### config.mk
export PLATFORM = sky130hd
export DESIGN_NAME = iq_decim_stream
export DESIGN_NICKNAME = d
export VERILOG_FILES = /design/src/rtl/iq_decim_pkg.sv /design/src/rtl/iq_decim_acc.sv /design/src/rtl/iq_decim_stream.sv
export SDC_FILE = /design/constraint.sdc
export NUM_CORES = 1
export LEC_CHECK = 0
export ABC_AREA = 1
export BUFFER_PORTS_ARGS = -buffer_cell sky130_fd_sc_hd__buf_2
export CAP_MARGIN = 20
export CORE_MARGIN = 8
export CORE_UTILIZATION = 35
export DETAILED_ROUTE_END_ITERATION = 8
export PLACE_DENSITY = 0.57
export SLEW_MARGIN = 40
export SYNTH_ARGS = -nofsm -noshare
export SYNTH_HDL_FRONTEND = slang
export SYNTH_SLANG_ARGS = --single-unit
### constraint.sdc
create_clock -name clk -period 5.8 [get_ports clk]
set_input_delay 0.29 -clock clk [delete_from_list [all_inputs] [get_ports clk]]
set_output_delay 0.29 -clock clk [all_outputs]
set_load 0.05 [all_outputs]
### src/rtl/iq_decim_pkg.sv
// Shared definitions for the I/Q decimator: default geometry, width helpers
// and the counter types used by the top level.
package iq_decim_pkg;

    // Default geometry; the top-level parameters default to these values and
    // the counter typedefs below are sized from them.
    localparam int IQD_DATA_WIDTH     = 16;
    localparam int IQD_MAX_LOG2_DECIM = 4;
    localparam int IQD_PKT_LEN_WIDTH  = 16;

    // Accumulator width: enough headroom to sum 2^max_log2_decim samples.
    function automatic int ACC_W(input int data_width, input int max_log2_decim);
        return data_width + max_log2_decim;
    endfunction

    // Width of the decimation exponent k (0..max_log2_decim).
    function automatic int K_W(input int max_log2_decim);
        return (max_log2_decim < 1) ? 1 : $clog2(max_log2_decim + 1);
    endfunction

    // Position of the next accepted sample inside its group (0..N-1).
    typedef logic [IQD_MAX_LOG2_DECIM-1:0] phase_t;

    // Output samples emitted so far in the current output packet.
    typedef logic [IQD_PKT_LEN_WIDTH-1:0] pkt_cnt_t;

endpackage

### src/rtl/iq_decim_acc.sv
// One channel of the decimator. With IQ_DECIM_AVG_EN defined it sums the
// group and returns floor(sum / 2^k); otherwise it returns the current sample,
// so the value presented on the group's closing sample is the group's last.
module iq_decim_acc
    import iq_decim_pkg::*;
#(
    parameter int DATA_WIDTH     = IQD_DATA_WIDTH,
    parameter int MAX_LOG2_DECIM = IQD_MAX_LOG2_DECIM
) (
    input  logic                                 clk,
    input  logic                                 reset_n,
    input  logic                                 clear,
    input  logic                                 accept,
    input  logic                                 group_start,
    input  logic [K_W(MAX_LOG2_DECIM)-1:0]       k_cur,
    input  logic signed [DATA_WIDTH-1:0]         in_sample,
    output logic signed [DATA_WIDTH-1:0]         result
);

`ifdef IQ_DECIM_AVG_EN
    localparam int AW = ACC_W(DATA_WIDTH, MAX_LOG2_DECIM);

    logic signed [AW-1:0] acc_q, acc_d;
    logic signed [AW-1:0] acc_base;
    logic signed [AW-1:0] sum;
    logic signed [AW-1:0] shifted;

    // Running sum including the current sample; a new group ignores stale state.
    always_comb begin
        acc_base = group_start ? {AW{1'b0}} : acc_q;
        sum      = acc_base + {{MAX_LOG2_DECIM{in_sample[DATA_WIDTH-1]}}, in_sample};
        shifted  = sum >>> k_cur;
        result   = shifted[DATA_WIDTH-1:0];
        acc_d    = acc_q;
        if (accept) begin
            acc_d = sum;
        end
        if (clear) begin
            acc_d = '0;
        end
    end

    // Accumulator register.
    always_ff @(posedge clk or negedge reset_n) begin
        if (!reset_n) begin
            acc_q <= '0;
        end else begin
            acc_q <= acc_d;
        end
    end
`else
    logic unused_avg_off;

    // Keep-last mode: the closing sample is the group's output.
    always_comb begin
        result = in_sample;
    end

    assign unused_avg_off = ^{clk, reset_n, clear, accept, group_start, k_cur};
`endif

endmodule

### src/rtl/iq_decim_stream.sv
// Decimates an I/Q AXI-stream by 2^k and regenerates tlast on a programmable
// output packet length, with a single registered output stage.
// Optional feature macro: IQ_DECIM_AVG_EN (group averaging instead of keep-last).
//
// Handshake: a beat transfers on any rising edge where valid && ready are both
// high. in_tready = !out_tvalid || out_tready, so the output register is
// always free (or being drained) when an emitting sample is accepted; output
// data and tlast hold steady while out_tvalid && !out_tready.
module iq_decim_stream
    import iq_decim_pkg::*;
#(
    parameter int DATA_WIDTH     = IQD_DATA_WIDTH,
    parameter int MAX_LOG2_DECIM = IQD_MAX_LOG2_DECIM,
    parameter int PKT_LEN_WIDTH  = IQD_PKT_LEN_WIDTH
) (
    input  logic                              clk,
    input  logic                              reset_n,
    input  logic                              clear,
    input  logic [K_W(MAX_LOG2_DECIM)-1:0]    decim_log2,
    input  logic [PKT_LEN_WIDTH-1:0]          pkt_len,
    input  logic                              in_tvalid,
    input  logic                              in_tlast,
    output logic                              in_tready,
    input  logic signed [DATA_WIDTH-1:0]      in_i,
    input  logic signed [DATA_WIDTH-1:0]      in_q,
    output logic                              out_tvalid,
    output logic                              out_tlast,
    input  logic                              out_tready,
    output logic signed [DATA_WIDTH-1:0]      out_i,
    output logic signed [DATA_WIDTH-1:0]      out_q
);

    localparam int KW = K_W(MAX_LOG2_DECIM);
    localparam int NW = MAX_LOG2_DECIM + 1;

    phase_t                         phase_q, phase_d;
    pkt_cnt_t                       pkt_cnt_q, pkt_cnt_d;
    logic [KW-1:0]                  k_lat_q, k_lat_d;
    logic [PKT_LEN_WIDTH-1:0]       pkt_len_lat_q, pkt_len_lat_d;
    logic                           out_tvalid_q, out_tvalid_d;
    logic                           out_tlast_q, out_tlast_d;
    logic signed [DATA_WIDTH-1:0]   out_i_q, out_i_d;
    logic signed [DATA_WIDTH-1:0]   out_q_q, out_q_d;

    logic                           accept;
    logic                           group_start;
    logic                           emit;
    logic                           hit_len;
    logic [KW-1:0]                  k_sat;
    logic [KW-1:0]                  k_eff;
    logic [PKT_LEN_WIDTH-1:0]       pkt_len_eff;
    logic [NW-1:0]                  n_eff;
    phase_t                         phase_last;
    logic signed [DATA_WIDTH-1:0]   res_i, res_q;

    // Configuration is sampled only on the first sample of a group; mid-group
    // changes are deferred so a group never mixes two decimation factors.
    always_comb begin
        in_tready   = !out_tvalid_q || out_tready;
        accept      = in_tvalid && in_tready;
        group_start = (phase_q == '0);
        k_sat       = (decim_log2 > KW'(MAX_LOG2_DECIM)) ? KW'(MAX_LOG2_DECIM) : decim_log2;
        k_eff       = group_start ? k_sat : k_lat_q;
        pkt_len_eff = group_start ? pkt_len : pkt_len_lat_q;
        n_eff       = NW'(1) << k_eff;
        phase_last  = phase_t'(n_eff - NW'(1));
        emit        = accept && ((phase_q == phase_last) || in_tlast);
        hit_len     = (pkt_len_eff != '0) && (pkt_cnt_q >= (pkt_len_eff - PKT_LEN_WIDTH'(1)));
    end

    iq_decim_acc #(
        .DATA_WIDTH     (DATA_WIDTH),
        .MAX_LOG2_DECIM (MAX_LOG2_DECIM)
    ) u_acc_i (
        .clk         (clk),
        .reset_n     (reset_n),
        .clear       (clear),
        .accept      (accept),
        .group_start (group_start),
        .k_cur       (k_eff),
        .in_sample   (in_i),
        .result      (res_i)
    );

    iq_decim_acc #(
        .DATA_WIDTH     (DATA_WIDTH),
        .MAX_LOG2_DECIM (MAX_LOG2_DECIM)
    ) u_acc_q (
        .clk         (clk),
        .reset_n     (reset_n),
        .clear       (clear),
        .accept      (accept),
        .group_start (group_start),
        .k_cur       (k_eff),
        .in_sample   (in_q),
        .result      (res_q)
    );

    // Next state: phase/packet counters, config latch and output register.
    always_comb begin
        phase_d       = phase_q;
        pkt_cnt_d     = pkt_cnt_q;
        k_lat_d       = k_lat_q;
        pkt_len_lat_d = pkt_len_lat_q;
        out_tvalid_d  = out_tvalid_q;
        out_tlast_d   = out_tlast_q;
        out_i_d       = out_i_q;
        out_q_d       = out_q_q;

        if (accept) begin
            if (group_start) begin
                k_lat_d       = k_sat;
                pkt_len_lat_d = pkt_len;
            end
            phase_d = emit ? '0 : phase_q + phase_t'(1);
        end

        if (out_tvalid_q && out_tready) begin
            out_tvalid_d = 1'b0;
        end

        if (emit) begin
            out_tvalid_d = 1'b1;
            out_i_d      = res_i;
            out_q_d      = res_q;
            if (in_tlast) begin
                // An input burst end closes the output packet as well.
                out_tlast_d = 1'b1;
                pkt_cnt_d   = '0;
            end else if (pkt_len_eff != '0) begin
                out_tlast_d = hit_len;
                pkt_cnt_d   = hit_len ? '0 : pkt_cnt_q + pkt_cnt_t'(1);
            end else begin
                out_tlast_d = 1'b0;
                pkt_cnt_d   = '0;
            end
        end

        // Flush drops any in-flight output and beats a same-cycle input.
        if (clear) begin
            phase_d      = '0;
            pkt_cnt_d    = '0;
            out_tvalid_d = 1'b0;
            out_tlast_d  = 1'b0;
            out_i_d      = '0;
            out_q_d      = '0;
        end
    end

    // State registers with asynchronous reset.
    always_ff @(posedge clk or negedge reset_n) begin
        if (!reset_n) begin
            phase_q       <= '0;
            pkt_cnt_q     <= '0;
            k_lat_q       <= '0;
            pkt_len_lat_q <= '0;
            out_tvalid_q  <= 1'b0;
            out_tlast_q   <= 1'b0;
            out_i_q       <= '0;
            out_q_q       <= '0;
        end else begin
            phase_q       <= phase_d;
            pkt_cnt_q     <= pkt_cnt_d;
            k_lat_q       <= k_lat_d;
            pkt_len_lat_q <= pkt_len_lat_d;
            out_tvalid_q  <= out_tvalid_d;
            out_tlast_q   <= out_tlast_d;
            out_i_q       <= out_i_d;
            out_q_q       <= out_q_d;
        end
    end

    assign out_tvalid = out_tvalid_q;
    assign out_tlast  = out_tlast_q;
    assign out_i      = out_i_q;
    assign out_q      = out_q_q;

endmodule

# ---- After elaboration in Yosys (flattened, before gate mapping)
# Index checks and enable logic that the tools add are counted.
dict set report word_totals {
  romBits 0
  latchBits 0
  mem_count 0
  in_bits 57
  out_inout_bits 35
  regBits 73
  mem_bits_rw 0
}
dict set report classes {
  n_lt_le_gt_ge 2
  addsub 4
  mul 0
  n_eq_ne 1
  n_shift 1
  n_div 0
  n_reduce_logical 12
  n_mux 22
  bitwise_logic 0
}
# operator n
set ops {}
lappend ops {{$mux W16} 10}
lappend ops {{$add A16 B1 Y16 const B} 1}
lappend ops {{$ge A16 B16 Y1} 1}
lappend ops {{$reduce_bool A16 Y1} 1}
lappend ops {{$sub A16 B1 Y16 const B} 1}
lappend ops {{$mux W4} 3}
lappend ops {{$mux W1} 7}
lappend ops {{$mux W3} 2}
lappend ops {{$add A4 B1 Y4 const B} 1}
lappend ops {{$eq A4 B4 Y1} 1}
lappend ops {{$logic_and A1 B1 Y1} 4}
lappend ops {{$logic_not A4 Y1} 1}
lappend ops {{$reduce_bool A2 Y1} 2}
lappend ops {{$shl A1 B3 Y4 const A} 1}
lappend ops {{$sub A4 B1 Y4 const B} 1}
lappend ops {{$gt A3 B3 Y1 const B} 1}
lappend ops {{$reduce_bool A3 Y1} 1}
lappend ops {{$logic_or A1 B1 Y1} 2}
lappend ops {{$logic_not A1 Y1} 1}

# ---- Logic depth before layout (Yosys ltp)
# Gate-level depths: netlist (run 1).
dict set report logic_depth {
  depth_word 11
  mapped_depth 28
  depth_no_buf 25
}

# ---- Modules after synthesis
# A second synthesis (run 1) with hierarchy kept.
dict set report hier_totals {
  hier_cells 666
  hier_area_um2 4922.2
}
# mod area_per_inst_um2 instances cells_per_inst seq_area_each_um2
set modules_own_cells {}
lappend modules_own_cells {iq_decim_stream 4682.0 1 634 1826.8}
lappend modules_own_cells {iq_decim_acc 120.1 2 16 0.0}

# ---- Least setup slack after synthesis (run 1)
# No wires, ideal clock.
dict set report synth_timing {
  path_kind {flip-flop to flip-flop}
  startpoint {register phase_q[0]}
  endpoint {register pkt_cnt_q[5]}
  setup_time_ps 66
  path_buffers 4
  path_slack_ps 2009
  t_required_ps 5734
  synth_period_minus_slack_ps 3791
  stages_incl_launch_ff 28
  arrival_ps 3725
  cell_sequence {dfrtp_1 > inv_1 > ha_1 > buf_2 > nand2_4 > buf_6 > buf_6 > nand2_1 > nand2_1 > inv_1 > ha_1 > nand3_2 > nor3_1 > nand3_1 > xor2_1 > ha_1 > nand2_1 > inv_1 > o21ai_0 > nand2_1 > a21oi_1 > nand2_1 > nor2_1 > clkbuf_1 > nand4_1 > nor2_1 > nand2_1 > nand2_1}
}
dict set report synth_between {
  elab_chain_len 10
  elab_cells_between_ends 18
  classes_between {add/sub (2); order compare (1); eq/ne (1); shift (1); mux (7); reduce/logical (6)}
}
# item line
set synth_rtl {}
lappend synth_rtl {{start, declared} iq_decim_stream.sv:36} ;# phase_t phase_q, phase_d;
lappend synth_rtl {{start signal, assigned} iq_decim_stream.sv:162} ;# phase_q <= phase_d;
lappend synth_rtl {{$logic_not A4 Y1} iq_decim_stream.sv:61} ;# group_start = (phase_q == '0);
lappend synth_rtl {{$mux W16} --}
lappend synth_rtl {{$sub A16 B1 Y16} iq_decim_stream.sv:68} ;# hit_len = (pkt_len_eff != '0) && (pkt_cnt_q >= (pkt_len_eff - PKT_LEN_WIDTH'(1)));
lappend synth_rtl {{$ge A16 B16 Y1} iq_decim_stream.sv:68}
lappend synth_rtl {{$logic_and A1 B1 Y1} iq_decim_stream.sv:68}
lappend synth_rtl {{$mux W16} iq_decim_stream.sv:132} ;# pkt_cnt_d = hit_len ? '0 : pkt_cnt_q + pkt_cnt_t'(1);
lappend synth_rtl {{$mux W16} iq_decim_stream.sv:130} ;# end else if (pkt_len_eff != '0) begin
lappend synth_rtl {{$mux W16} iq_decim_stream.sv:126} ;# if (in_tlast) begin
lappend synth_rtl {{$mux W16} iq_decim_stream.sv:122} ;# if (emit) begin
lappend synth_rtl {{$mux W16} iq_decim_stream.sv:140} ;# if (clear) begin
lappend synth_rtl {{end signal, assigned} iq_decim_stream.sv:163} ;# pkt_cnt_q <= pkt_cnt_d;
lappend synth_rtl {{end, declared} iq_decim_stream.sv:37} ;# pkt_cnt_t pkt_cnt_q, pkt_cnt_d;
# Parallel ways exist; a longest one is shown, timed or not. The select of a mux whose other input is x is not followed.
# A chain may end at the register's enable or synchronous reset.

# ---- Worst setup path after layout (run 1)
dict set report layout_timing {
  startpoint {register phase_q[0]}
  endpoint {register pkt_cnt_q[2]}
}
# The elaborated chain is that of the path after synthesis.

==> impl_metrics.tcl, run 1 <==
set metrics [dict create \
    netlist_area_um2 4710 \
    slew-limit-headroom 0.539 \
    slew_viol_final 0 \
    fp.dieH_um 132 \
    place_area_um2 5250 \
    rsz0062_at_grt "no" \
    cp_common_cell "nand2_1" \
    synth_top_area_share 0.388 \
    finalSetupTns_ps 0 \
    tightestPinTransition_ps 692 \
    drtAntennaViolNets 0 \
    power.density_nw_per_um2 266 \
    io_pins 92 \
    drive_above_1_share 0.199 \
    vias_per_cell 4.99 \
    cp.required_ps 6070 \
    startpoint_type "register" \
    syn_inst 623 \
    dpl.hpwl_mm 8.70 \
    cp.arrival_ps 4730 \
    p_leak_nw 3.07 \
    fill_cells 1371 \
    period_share 0.768 \
    critical_path_class "reg2reg" \
    grt_pass1_vias 4519 \
    avgSynthCellArea_um2 7.56 \
    reg2reg_from "phase_q[0]" \
    drt-initial-drc-count 252 \
    cts_tree "yes" \
    grtUsageTotal 0.145 \
    synth_seq_cells 73 \
    max_freq_mhz 225 \
    h-tree-depth 3 \
    fp-row-count 42 \
    antenna_found_initial 0 \
    synth_cell_types 29 \
    synth_warnings 0 \
    cts.sinks 73 \
    path_cells "inv_1 > ha_1 > nand2_4 > nand2_1 > nand2_1 > inv_1 > ha_1 > nand3_2 > nor3_1 > nand3_1 > xor2_1 > ha_1 > nand2_1 > inv_1 > o21ai_0 > nand2_1 > a21oi_1 > nand2_1 > nor2_2 > nand4_1 > nor2_1 > nand2_1 > nand2_1" \
    root_buffer "clkbuf_16" \
    setup_slack_ps 1350 \
    hold_buffers 0 \
    seq_area_frac_synth 0.388 \
    min_path_type "in2async" \
    grt_pass1_wl_mm 21.3 \
    cpMaxStageDelayCell "ha_1" \
    final_cell_mix "nand2_1 (163), buf_2 (90), nand3_1 (77)" \
    rrSetupSlack_ps 1350 \
    worstReg2RegEnd "pkt_cnt_q[2]" \
    period_needed_ps 4450 \
    final_area_um2 5590 \
    synth_fp_nets 701 \
    first_pass_iters 5 \
    worstPathMaxFanout 22 \
    hold_violations 27 \
    setup_viol 0 \
    crit_buf_inv 3 \
    reg2reg_depth 23 \
    totalWireLength_mm 12.3 \
    initial_core_util 0.357 \
    fin_nets 771 \
    hold_ws_ps -45.6 \
    ir_drop_v 0.000135 \
    crit_family "simple AND/OR/NAND/NOR gates" \
    routedWlPerCell_um 14.1 \
    netlist_top_cells_area "dfrtp_1 (39%), nand2_1 (13%), nand3_1 (8.2%)" \
    violations "negative hold slack" \
    drc_errors 0 \
    route.vias.total 4364 \
    slowest_delay_ps 610 \
    cts.repair.resized 0 \
    clk_pin_slew_ps 60 \
    pre_cts_ws_ps 1390 \
    post_cts_buffers 0 \
    syn_to_final_growth_pct 18.8 \
    final_common_cell "nand2_1" \
    die_w_um 132 \
    numPortBuffers 91 \
    fin_total_pwr_w 0.00149 \
    synth.largest_area_cell "dfrtp_1" \
    cts_buffers 9 \
    core_um2 13200 \
    antenna_cells 0 \
    clock_latency_ps 340 \
    fp.dieArea_um2 17400 \
    place_congestion 0.810 \
    outcome "complete, but fails checks" \
    grt_max_degree 74 \
    skew_ps 6.38 \
    maxCapViolations 0 \
    clk_path_buf_depth 2 \
    cp-end-kind "register" \
    grt_remaining_overflow 0 \
]
[layout make-up]
class | instances | area [um2] | share of cell area
Inverter | 55 | 206 | 0.0369
Tap cell | 176 | 220 | 0.0394
Clock inverter | 7 | 118 | 0.0210
Sequential cell | 73 | 1830 | 0.327
Multi-Input combinational cell | 460 | 2510 | 0.449
Timing Repair Buffer | 94 | 484 | 0.0866
Clock buffer | 9 | 225 | 0.0403
[worst reg2reg max path, stage by stage (launching register included)]
cell and delay, ps:
dfrtp_1 420, inv_1 120, ha_1 610, nand2_4 310, nand2_1 130, nand2_1 100, inv_1 110, ha_1 210
nand3_2 150, nor3_1 330, nand3_1 130, xor2_1 160, ha_1 270, nand2_1 80, inv_1 40, o21ai_0 60
nand2_1 70, a21oi_1 110, nand2_1 80, nor2_2 460, nand4_1 190, nor2_1 130, nand2_1 60, nand2_1 60
[Yosys cell counts]
cell type	number
xor2_1	30
a31oi_1	3
buf_6	3
o21bai_1	1
a21oi_1	7
inv_1	53
o21ai_0	19
o21ai_2	2
nand2_2	9
nand2_4	3
nor3_1	4
buf_4	1
clkbuf_1	16
dfrtp_1	73
nand4_1	58
nor3_2	1
buf_1	6
a21o_1	1
ha_1	21
buf_2	9
nor2_2	1
xnor2_1	2
o21ai_4	1
nor2_1	47
nand3_1	77
nand3_2	3
nand2_1	164
nor2_4	6
clkinv_1	2
[metal layers]
metal  vias up  track usage  share of wire
li1       2201            -              -
met1      2036        0.174           0.45
met2       112        0.243           0.47
met3        15       0.0469          0.063
met4         0       0.0440          0.015
met5         -            0              0
[state kept, by name (all words and copies together), names as in the netlist]
register / cells
pkt_cnt_q: 16
out_tvalid: 1
out_i: 16
phase_q: 4
k_lat_q: 3
out_tlast: 1
pkt_len_lat_q: 16
out_q: 16
[metrics by stage]
stage / hold WS, ps / utilization / cells
after floorplan: -5.59 / - / 623
after global routing: 28.3 / 0.424 / 874
after detailed placement: 371 / 0.398 / 858
after global placement: 467 / 0.397 / 858
final: -45.6 / 0.424 / 874
after CTS: 5.93 / 0.424 / 874
[where the power goes]
| group | switching [W] | total, W | internal, W | leakage [nW] |
|---|---|---|---|---|
| sequential | 0.0000202 | 0.000563 | 0.000543 | 0.970 |
| combinational | 0.000199 | 0.000281 | 0.0000825 | 1.93 |
| clock | 0.000223 | 0.000644 | 0.000421 | 0.170 |
| total | 0.000442 | 0.00149 | 0.00105 | 3.07 |
[cells by family (layout without fill, tap and decap cells)]
logic type	after synthesis	in the layout	share of synthesized area
buffers and inverters	90	165	0.0797
DFF	73	73	0.388
AOI/OAI and AO/OA	34	34	0.0420
xor gates and xnor gates	32	32	0.0595
adders and majority gates	21	21	0.0558
and+or+nand+nor	373	373	0.375
[how the worst max path moves through the flow]
stage,startpoint,endpoint,slack [ps],cells after the start
floorplan,phase_q[0],pkt_cnt_q[5],2010,27
detailed placement,phase_q[0],pkt_cnt_q[2],1390,23
CTS,phase_q[0],pkt_cnt_q[8],1310,23
global placement,phase_q[0],pkt_cnt_q[3],1210,23
global route,phase_q[0],pkt_cnt_q[11],740,23
finish,phase_q[0],pkt_cnt_q[2],1350,23
Power figures use the tool's default switching activity.
==> run 2: changes to the inputs <==
==> constraint.sdc (replaced) <==
create_clock -name clk -period 4.26 [get_ports clk]
set_input_delay 0.213 -clock clk [delete_from_list [all_inputs] [get_ports clk]]
set_output_delay 0.213 -clock clk [all_outputs]
set_load 0.05 [all_outputs]
==> run 2 against run 1 <==
- the flow now finishes without violations
- design area is 0.31% higher
- clock power is 29% higher
- power is 33% higher
- die area stayed put
- non-clock buffer count is 5 higher
- critical endpoint is now pkt_cnt_q[7]
- largest cell class unchanged
- highest routed layer unchanged
==> impl_metrics.tcl, run 2 (synthesized netlist as in run 1, its figures left out) <==
set metrics [dict create \
    clock_latency_ps 340 \
    setup_viol 0 \
    grt_max_degree 74 \
    finalSetupTns_ps 0 \
    period_share 0.867 \
    route.vias.total 4476 \
    grt_remaining_overflow 0 \
    power.density_nw_per_um2 354 \
    cts.sinks 73 \
    ir_drop_v 0.000159 \
    tightestPinTransition_ps 702 \
    cts.repair.resized 0 \
    root_buffer "clkbuf_16" \
    fp-row-count 42 \
    cp.required_ps 4480 \
    final_cell_mix "nand2_1 (163), buf_2 (90), nand3_1 (77)" \
    maxCapViolations 0 \
    h-tree-depth 3 \
    rsz0062_at_grt "no" \
    drive_above_1_share 0.201 \
    final_common_cell "nand2_1" \
    fp.dieH_um 132 \
    clk_pin_slew_ps 60 \
    fp.dieArea_um2 17400 \
    slew_viol_final 0 \
    reg2reg_depth 24 \
    rrSetupSlack_ps 570 \
    drc_errors 0 \
    place_area_um2 5280 \
    final_area_um2 5610 \
    worstReg2RegEnd "pkt_cnt_q[7]" \
    grt_pass1_wl_mm 21.9 \
    startpoint_type "register" \
    drt-initial-drc-count 243 \
    min_path_type "in2reg" \
    grt_pass1_vias 4566 \
    critPathCapture "pkt_cnt_q[7]" \
    routedWlPerCell_um 14.5 \
    place_congestion 0.829 \
    final_util 0.425 \
    antenna_cells 0 \
    cts_tree "yes" \
    fin_nets 776 \
    core_um2 13200 \
    clk_path_buf_depth 2 \
    antenna_found_initial 0 \
    reg2reg_from "phase_q[0]" \
    max_freq_mhz 271 \
    critical_path_class "reg2reg" \
    p_leak_nw 3.07 \
    skew_ps 11.1 \
    first_pass_iters 4 \
    cp-end-kind "register" \
    totalWireLength_mm 12.7 \
    drtAntennaViolNets 0 \
    syn_to_final_growth_pct 19.1 \
    die_w_um 132 \
    dpl.hpwl_mm 8.90 \
    outcome "completed" \
    cts_buffers 9 \
    cp.arrival_ps 3910 \
    io_pins 92 \
    period_needed_ps 3690 \
    hold_violations 0 \
    fin_total_pwr_w 0.00199 \
    vias_per_cell 5.09 \
    crit_path_start "phase_q[0]" \
    numPortBuffers 91 \
    post_cts_buffers 0 \
    grtUsageTotal 0.148 \
    slew-limit-headroom 0.531 \
    worstPathMaxFanout 16 \
    initial_core_util 0.357 \
]
run 2: where the power goes:
part	switching [W]	leakage, nW	internal (W)
Sequential	0.0000293	0.970	0.000739
Clock	0.000312	0.149	0.000515
Combinational	0.000274	1.95	0.000115
run 2: through the flow:
stage,setup slack [ps],std cells,hold slack (ps)
floorplan,469,623,-82.6
global placement,683,862,430
detailed placement,610,862,298
CTS,566,879,110
global route,170,879,125
finish,565,879,117
run 2: worst max-delay path, stage by stage (launching register included):
cell	delay, ps
dfrtp_1	410
inv_1	90
ha_1	250
buf_4	210
nand3_1	90
nand2_1	100
inv_1	120
ha_1	210
nand3_2	150
nor3_1	310
nand3_1	130
xor2_1	160
ha_1	270
nand2_1	60
nor2_1	150
nand4_1	140
inv_1	80
nand2_1	50
nand2_1	70
nor2_1	40
buf_4	190
nand4_1	80
nor2_1	70
nand2_1	80
nand2_1	60
run 2: final cells by class:
type                            count  area (um2)
Clock buffer                       10         229
Clock inverter                      6        92.6
Fill cell                        1346        7580
Inverter                           55         208
Multi-Input combinational cell    460        2510
Sequential cell                    73        1830
Tap cell                          176         220
Timing Repair Buffer               99         524
run 2: timing repair:
action                                  4_1_cts  5_1_grt
endpoints found under the setup margin        0        0
hold endpoints to repair                     73        0
hold buffers                                  1        0
run 2: worst min-delay path by stage:
stage | start | end | slack, ps | depth (start not counted)
after floorplan | reset_n | k_lat_q[0] | -80 | 0
after global placement | reset_n | pkt_len_lat_q[13] | 430 | 1
after detailed placement | reset_n | pkt_len_lat_q[13] | 300 | 1
after CTS | in_q[8] | out_q[8] | 110 | 3
after global routing | in_q[8] | out_q[8] | 130 | 3
final | in_q[8] | out_q[8] | 120 | 3
run 2: layer usage:
layer,track usage,vias up,share of wire
met1,0.184,2146,0.45
met2,0.245,111,0.48
met3,0.0389,13,0.053
met5,0,-,0
met4,0.0466,0,0.012
li1,-,2206,-
==> run 3: changes to the inputs <==
--- a/config.mk
+++ b/config.mk
@@ -12,6 +12,7 @@
 export CORE_UTILIZATION = 35
 export DETAILED_ROUTE_END_ITERATION = 8
 export PLACE_DENSITY = 0.57
+export REMOVE_ABC_BUFFERS = 1
 export SLEW_MARGIN = 40
 export SYNTH_ARGS = -nofsm -noshare
 export SYNTH_HDL_FRONTEND = slang
==> run 3 against run 2 <==
- first-iteration DRC count is 16% lower
- final cell count stayed put
- setup slack worse by 7.7 ps
- wire length is 5.2% lower
- global-route usage is 0.72 points lower
- critical endpoint is now pkt_cnt_q[1]
- non-clock buffer count stayed put
==> impl_metrics.tcl, run 3 (synthesized netlist as in run 1, its figures left out) <==
set metrics [dict create \
    critical_path_class "reg2reg" \
    skew_ps 4.25 \
    setup_slack_ps 558 \
    slew_viol_final 0 \
    io_pins 92 \
    initial_core_util 0.357 \
    root_buffer "clkbuf_16" \
    final_cell_mix "nand2_1 (163), buf_2 (90), nand3_1 (77)" \
    period_share 0.869 \
    critPathCapture "pkt_cnt_q[1]" \
    slew-limit-headroom 0.527 \
    clock_latency_ps 340 \
    grt_pass1_vias 4458 \
    cpMaxStageDelayCell "dfrtp_1" \
    cts_buffers 9 \
    path_cells "inv_1 > ha_1 > buf_4 > nand3_1 > nand2_1 > inv_1 > ha_1 > nand3_2 > nor3_1 > nand3_1 > xor2_1 > ha_1 > nand2_1 > inv_1 > o21ai_0 > nand2_1 > a21oi_1 > nand2_1 > nor2_1 > buf_4 > nand4_1 > nor2_1 > nand2_1 > nand2_1" \
    period_needed_ps 3700 \
    numPortBuffers 91 \
    power.density_nw_per_um2 351 \
    outcome "completed" \
    max_freq_mhz 270 \
    crit_family "simple AND/OR/NAND/NOR gates" \
    first_pass_iters 4 \
    final_common_cell "nand2_1" \
    ir_drop_v 0.000204 \
    drt-initial-drc-count 203 \
    clk_pin_slew_ps 60 \
    cts_tree "yes" \
    routedWlPerCell_um 13.7 \
    cp.required_ps 4530 \
    fin_cells 879 \
    syn_to_final_growth_pct 19.1 \
    cts.sinks 73 \
    grtUsageTotal 0.141 \
    fin_nets 776 \
    fp.dieH_um 132 \
    grt_remaining_overflow 0 \
    worstPathMaxFanout 16 \
    core_um2 13200 \
    hold_violations 0 \
    multiInputGateArea_um2 2510 \
    antenna_found_initial 0 \
    vias_per_cell 4.92 \
    clk_path_buf_depth 2 \
    fin_total_pwr_w 0.00197 \
    cts.repair.resized 0 \
    reg2reg_from "phase_q[0]" \
    fill_cells 1317 \
    cp.arrival_ps 3970 \
    place_congestion 0.833 \
    die_w_um 132 \
    finalSetupTns_ps 0 \
    setup_viol 0 \
    drc_errors 0 \
    seqCellArea_um2 1830 \
    rrSetupSlack_ps 560 \
    fp-row-count 42 \
    post_cts_buffers 0 \
    grt_pass1_wl_mm 21.0 \
    hold_buffers 1 \
    crit_path_start "phase_q[0]" \
    post-place-cells 862 \
    fp.dieArea_um2 17400 \
    totalWireLength_mm 12.1 \
    cp-end-kind "register" \
    min_path_type "in2reg" \
    p_leak_nw 3.07 \
    maxCapViolations 0 \
    grt_max_degree 74 \
    cp_num_cells 24 \
    reg2reg_depth 24 \
    cp_common_cell "nand2_1" \
    startpoint_type "register" \
    h-tree-depth 3 \
    drtAntennaViolNets 0 \
    rsz0062_at_grt "no" \
    pre_cts_ws_ps 599 \
    slowest_delay_ps 410 \
    antenna_cells 0 \
    route.vias.total 4329 \
    worstReg2RegEnd "pkt_cnt_q[1]" \
    tightestPinTransition_ps 708 \
    dpl.hpwl_mm 8.54 \
    drive_above_1_share 0.201 \
    crit_buf_inv 5 \
]
run 3: cell count changes in the layout (fill, tap and decap cells not counted), sizes merged:
cell / change
inv: +2
clkinvlp: -1
clkinv: -1
run 3: worst min-delay path by stage:
| stage | from | end | slack (ps) | cells after the start |
|---|---|---|---|---|
| after floorplan | reset_n | k_lat_q[0] | -80 | 0 |
| after global placement | reset_n | pkt_len_lat_q[3] | 420 | 1 |
| after detailed placement | reset_n | pkt_len_lat_q[2] | 290 | 1 |
| after CTS | in_q[8] | out_q[8] | 110 | 3 |
| after global routing | in_q[1] | out_q[1] | 130 | 3 |
| final | in_q[12] | out_q[12] | 120 | 3 |
run 3: metrics by stage:
stage,cell area [um2],utilization,hold slack [ps]
finish,5600,0.425,124
global route,5600,0.425,127
CTS,5600,0.425,114
detailed placement,5280,0.400,288
global placement,5270,0.399,422
floorplan,4540,-,-82.6
run 3: worst min-delay path, delay by kind of cell:
| kind | cells | cell delay (ps) |
|---|---|---|
| AND/OR/NAND/NOR | 2 | 150 |
| buffers and inverters | 1 | 70 |
run 3: layer usage:
layer	part of all wire	up-vias	GRT usage
li1	-	2201	-
met1	0.48	2032	0.178
met2	0.45	81	0.227
met3	0.051	15	0.0385
met4	0.015	0	0.0491
met5	0	-	0
run 3: power breakdown:
group	leakage, nW	switching, W	internal, W
Sequential	0.970	0.0000276	0.000739
Clock	0.153	0.000300	0.000515
Combinational	1.95	0.000271	0.000114
run 3: layout make-up:
type,instances,area share
Multi-Input combinational cell,460,0.447
Clock buffer,10,0.0409
Sequential cell,73,0.326
Clock inverter,6,0.0161
Tap cell,176,0.0393
Timing Repair Buffer,99,0.0935
Inverter,55,0.0368
